**config.mk**
```make
export PLATFORM = sky130hd
export DESIGN_NAME = btb_predictor
export DESIGN_NICKNAME = d
export VERILOG_FILES = /design/src/rtl/btb_predictor.sv
export SDC_FILE = /design/constraint.sdc
export NUM_CORES = 1
export LEC_CHECK = 0
export BUFFER_PORTS_ARGS = -buffer_cell sky130_fd_sc_hd__buf_2
export CORE_ASPECT_RATIO = 0.9
export CORE_MARGIN = 1.5
export CORE_UTILIZATION = 29
export CTS_BUF_LIST = sky130_fd_sc_hd__clkbuf_2
export CTS_CLUSTER_DIAMETER = 40
export DETAILED_ROUTE_END_ITERATION = 8
export HOLD_SLACK_MARGIN = 0.08
export PLACE_DENSITY_LB_ADDON = 0.12
export RECOVER_POWER = 100
export SETUP_SLACK_MARGIN = 0.2
export SLEW_MARGIN = 25
export SYNTH_ARGS = -nofsm -noshare
export SYNTH_HDL_FRONTEND = slang
export SYNTH_SLANG_ARGS = --single-unit
```
**constraint.sdc**
```tcl
create_clock -name clk -period 7.9 [get_ports clk]
set_clock_uncertainty 0.2 [all_clocks]
set_input_delay 0.395 -clock clk [delete_from_list [all_inputs] [get_ports clk]]
set_output_delay 0.395 -clock clk [all_outputs]
set_load 0.01 [all_outputs]
```
**src/rtl/btb_predictor.sv**
```systemverilog
// Fully-associative branch target buffer: combinational fetch lookup plus MEM-stage training.
// Optional BTB_STATS_EN adds saturating lookup/hit counters (stat_lookups, stat_hits).
module btb_predictor #(
    parameter int unsigned ENTRIES  = 8,
    parameter logic [1:0]  CTR_INIT = 2'b10
) (
    input  logic        clk,
    input  logic        reset_n,
    input  logic        lookup_valid,
    input  logic [15:0] lookup_pc,
    output logic        lookup_hit,
    output logic        lookup_taken,
    output logic [15:0] predicted_pc,
    input  logic        update_valid,
    input  logic [15:0] update_pc,
    input  logic [15:0] update_target,
    input  logic        update_taken,
    input  logic        flush
`ifdef BTB_STATS_EN
    ,
    output logic [15:0] stat_lookups,
    output logic [15:0] stat_hits
`endif
);

    localparam int unsigned IDX_W = (ENTRIES > 1) ? $clog2(ENTRIES) : 1;

    logic [ENTRIES-1:0] valid_q;
    logic [14:0]        tag_q    [ENTRIES];
    logic [15:0]        target_q [ENTRIES];
    logic [1:0]         ctr_q    [ENTRIES];
    logic [IDX_W-1:0]   ptr_q;

    logic             lk_hit;
    logic [IDX_W-1:0] lk_idx;
    logic             up_hit;
    logic [IDX_W-1:0] up_idx;
    logic             inv_found;
    logic [IDX_W-1:0] inv_idx;
    logic [IDX_W-1:0] alloc_idx;
    logic [IDX_W-1:0] ptr_next;

    // Tags are unique, so at most one entry matches; a plain OR-style scan suffices.
    always_comb begin
        lk_hit = 1'b0;
        lk_idx = '0;
        for (int unsigned i = 0; i < ENTRIES; i++) begin
            if (valid_q[i] && (tag_q[i] == lookup_pc[15:1])) begin
                lk_hit = 1'b1;
                lk_idx = IDX_W'(i);
            end
        end
    end

    assign lookup_hit   = lk_hit;
    assign lookup_taken = lk_hit && ctr_q[lk_idx][1];
    assign predicted_pc = lookup_taken ? target_q[lk_idx] : lookup_pc + 16'd2;

    always_comb begin
        up_hit    = 1'b0;
        up_idx    = '0;
        inv_found = 1'b0;
        inv_idx   = '0;
        for (int unsigned i = 0; i < ENTRIES; i++) begin
            if (valid_q[i] && (tag_q[i] == update_pc[15:1])) begin
                up_hit = 1'b1;
                up_idx = IDX_W'(i);
            end
            if (!valid_q[i] && !inv_found) begin
                inv_found = 1'b1;
                inv_idx   = IDX_W'(i);
            end
        end
    end

    assign alloc_idx = inv_found ? inv_idx : ptr_q;
    assign ptr_next  = (ptr_q == IDX_W'(ENTRIES - 1)) ? '0 : ptr_q + 1'b1;

    always_ff @(posedge clk or negedge reset_n) begin
        if (!reset_n) begin
            valid_q <= '0;
            ptr_q   <= '0;
            for (int unsigned i = 0; i < ENTRIES; i++) begin
                tag_q[i]    <= '0;
                target_q[i] <= '0;
                ctr_q[i]    <= 2'b01;
            end
        end else if (flush) begin
            valid_q <= '0;
        end else if (update_valid) begin
            if (up_hit) begin
                if (update_taken) begin
                    target_q[up_idx] <= update_target;
                    if (ctr_q[up_idx] != 2'b11) ctr_q[up_idx] <= ctr_q[up_idx] + 2'b01;
                end else if (ctr_q[up_idx] != 2'b00) begin
                    ctr_q[up_idx] <= ctr_q[up_idx] - 2'b01;
                end
            end else if (update_taken) begin
                valid_q[alloc_idx]  <= 1'b1;
                tag_q[alloc_idx]    <= update_pc[15:1];
                target_q[alloc_idx] <= update_target;
                ctr_q[alloc_idx]    <= CTR_INIT;
                if (!inv_found) ptr_q <= ptr_next;
            end
        end
    end

`ifdef BTB_STATS_EN
    always_ff @(posedge clk or negedge reset_n) begin
        if (!reset_n) begin
            stat_lookups <= '0;
            stat_hits    <= '0;
        end else if (lookup_valid) begin
            if (stat_lookups != 16'hFFFF) stat_lookups <= stat_lookups + 16'd1;
            if (lk_hit && (stat_hits != 16'hFFFF)) stat_hits <= stat_hits + 16'd1;
        end
    end
`endif

endmodule

```
==> flow_summary.toml <==
[yosys]
ys_top_cells_by_area = "dfrtp_1 (42%), mux2_2 (19%), xnor2_1 (13%)"
synth_top_area_share_pct = 41.6
yosysTopAreaCell = "dfrtp_1"
synthXorXnorAreaFrac_pct = 13.9
synth_top_family_by_area = "multiplexers"
synth_fa_ha_area_share_pct = 0.311
yosys.area_share.simple_pct = 11.1
synth_cells = 1408
synth_flop_cell = "dfrtp_1"
synth_edf_count = 0
synth-compound-area-share_pct = 5.84
syn_area_per_cell_um2 = 11.4
synth_seq_area_share_pct = 42.9
async_flop_share_pct = 100
synth_cell_types = 64
syn_area_mm2 = 0.0161
synth_seq_cells = 275
syn_nets = 1466
synth_warnings = 0
synthMuxAreaShare_pct = 22.4

[worst_setup_path]
crit_arrival_ns = 5.82
rr_worst_depth = 9
r2r-end = "tag_q[20]"
path_class = "reg -> out"
required_ns = 7.30
critPathLaunch = "tag_q[81]"
rrSetupSlack_ns = 2.35
endpoint = "predicted_pc[7]"
cp-end-kind = "output pin"
worstSetupStartpointType = "flip-flop"
regToRegStartpoint = "tag_q[54]"
worstPathMaxFanout = 17

[die]
initial_utilization_pct = 29.5
core.rowCount = 81
die_h_um = 226
coreArea_mm2 = 0.0545
dieArea_mm2 = 0.0569
die_w_um = 251
ios = 72

[final_layout]
area.growth.synth_to_final_pct = 13.1
fillers = 5601
layout-drive-gt1-share_pct = 31.0
instances_no_fill = 2317
fin_area_mm2 = 0.0182
nNetsFinal = 1615

[power_and_ir_drop]
p_sw_uw = 1030
p_comb_share_pct = 16.8
p_per_area_mw_per_mm2 = 180
leakagePower_uw = 0.00776
ir_drop_mv = 0.0772
internal-power_uw = 2250
p_seq_share_pct = 48.9
switching_share_pct = 31.4
clockPowerShare_pct = 34.3

[timing]
timing.fmax_mhz = 156
min_period_ns = 6.41
worst_slack_ns = 1.49
relSlewSlack_pct = -226
setup_viol = 0
min_period_over_period_pct = 81.2
hold_ws_ns = 0.182
worst_pin_slew_ns = 4.88
fin_tns_setup_ns = 0
finalHoldViolCount = 0
rsz0062_at_grt = "no"
slew_viol_final = 359

[placement]
hpwl_um = 34800
dpl.cell_count = 2114
globalplace.congestion = 0.872
place_ws_ns = 2.45
numPortBuffers = 69
placed_area_mm2 = 0.0170

[cts]
cts-root-buf = "clkbuf_2"
clock-sinks = 275
clockBufferDepth = 3
ctsHoldBuffers = 62
cts_tree = "built"
cts-buffers-inserted = 84
clock_latency_ns = 1.06
clk_pin_slew_ns = 0.11
h-tree-depth = 3
cts_resized = 0
cts_setup_buffers = 0

[global_routing]
grt_pass1_vias = 12400
grt_overflow = 0
grt_pass1_wl_um = 80100
grt_max_degree = 85
grtUsageTotal_pct = 19.2
antenna_found_initial = 4

[detailed_routing]
drc = 0
viasPerCell = 5.16
num_vias = 12000
routed_wl_um = 53800
initialDrtViolationCount = 690
wl_per_cell_um = 23.2
antenna_left = 0
drt_first_pass_iters = 5

[flow_run]
drv_cap = 10

[run_status]
outcome = "finished with violations"
violations = "capacitance limit, slew limit"

[hold_path]
hp-class = "in -> reg"
min-delay-start = "flush"
==> critical path, stage by stage, from the launching register on <==
cell      delay (ns)
dfrtp_1         0.45
xnor2_1         0.25
nand4_1         0.11
or4_1           0.56
a21oi_1         0.21
o21bai_1        0.11
a21oi_2         1.33
mux2i_1         0.21
o22a_1          0.28
o221ai_4        0.65
mux2_1          0.46
buf_2           0.17
==> kinds of logic (layout without fill, tap and decap cells) <==
group,after synthesis,after routing
flip-flops,275,275
AND/OR/NAND/NOR,318,318
buffers and inverters,105,307
XOR/XNOR,252,252
adder cells (fa/ha/maj),4,4
other,0,2
multiplexers,321,321
AO/OA/AOI/OAI,133,133
==> area by class of cell <==
class	count	area (um2)	share of cell area (%)
well taps	705	882	4.85
repair buffers	148	1040	5.74
diodes	2	5.00	0.0275
inverters	20	75.1	0.413
clock buffers	121	606	3.33
clock inverters	18	131	0.722
flip-flops and latches	275	6890	37.9
multi-input cells	1028	8550	47.0
==> cells in the final DEF (no fill, tap or decap), types with 4 or more instances in the layout <==
cell type,n
ha_1,4
nand3_1,7
o21a_1,7
o2bb2ai_1,4
clkinv_1,12
xnor2_1,244
a21oi_1,31
nand2b_1,6
nand2_1,74
nor3_1,6
mux2i_1,38
nor4_1,19
dfstp_2,8
dfrtp_1,267
nor2_1,35
buf_2,65
mux2_1,14
nor4_2,5
dlygate4sd3_1,61
a21o_1,4
inv_1,19
clkbuf_2,121
clkbuf_1,15
o211ai_1,5
mux2_2,269
xor2_1,5
buf_4,7
o221ai_1,16
and3_1,4
nand4_1,128
nor2b_1,6
or4_1,10
o21ai_0,33
o22ai_1,8
==> metal layers <==
| layer | wire [um] | vias to the layer above | GRT usage [%] | share of wire, % |
|---|---|---|---|---|
| li1 | - | 5447 | - | - |
| met1 | 25400 | 6090 | 26.3 | 47 |
| met2 | 23900 | 327 | 29.6 | 45 |
| met3 | 2870 | 100 | 4.32 | 5.3 |
| met4 | 1540 | 2 | 7.25 | 2.9 |
| met5 | 13 | - | 0 | 0.024 |
==> worst min path at each step <==
stage                 end  slack (ns)  cells past startpoint
2_1_floorplan   ctr_q[11]       -0.10                      0
3_3_place_gp     ctr_q[4]        0.26                      2
3_5_place_dp    ctr_q[10]        0.26                      2
4_1_cts        valid_q[0]        0.10                      4
5_1_grt        valid_q[7]        0.13                      4
6_report       valid_q[0]        0.18                      4
==> flip-flops by register name, summed over array words and instances (netlist names) <==
signal / flops
valid_q: 8
tag_q: 120
ptr_q: 3
target_q: 128
ctr_q: 16
==> metrics by stage <==
step                total power [uW]  utilization (%)
CTS                             3340             33.7
floorplan                       1990                -
detailed placement              2160             31.2
global route                    3480             33.4
global placement                2160             31.1
finish                          3280             33.4
==> power groups by stage <==
stage / logic, uW / clock network [uW] / registers, uW
after CTS: 561 / 1180 / 1600
after detailed placement: 533 / 0 / 1630
final: 551 / 1120 / 1600
after floorplan: 388 / 0 / 1610
after global routing: 600 / 1260 / 1620
after global placement: 532 / 0 / 1630
==> cell usage after synthesis, types with 5 or more instances <==
| cell type | number |
|---|---|
| nand3_1 | 7 |
| o21ai_1 | 5 |
| buf_2 | 49 |
| o21a_1 | 7 |
| dfstp_2 | 8 |
| o221ai_1 | 16 |
| and2_1 | 5 |
| nor2_2 | 6 |
| clkbuf_1 | 13 |
| mux2i_1 | 38 |
| nor4_1 | 19 |
| nand2_1 | 74 |
| nor3_1 | 6 |
| o211ai_1 | 5 |
| dfrtp_1 | 267 |
| nor2_1 | 32 |
| mux2_4 | 9 |
| xnor2_1 | 244 |
| inv_1 | 19 |
| buf_4 | 14 |
| o22ai_1 | 8 |
| nand2b_1 | 6 |
| o21ai_0 | 28 |
| xor2_1 | 5 |
| a21oi_1 | 31 |
| mux2_2 | 272 |
| nor2b_1 | 6 |
| buf_6 | 8 |
| nand4_1 | 128 |
| or4_1 | 10 |
(Power assumes the default switching activity.)
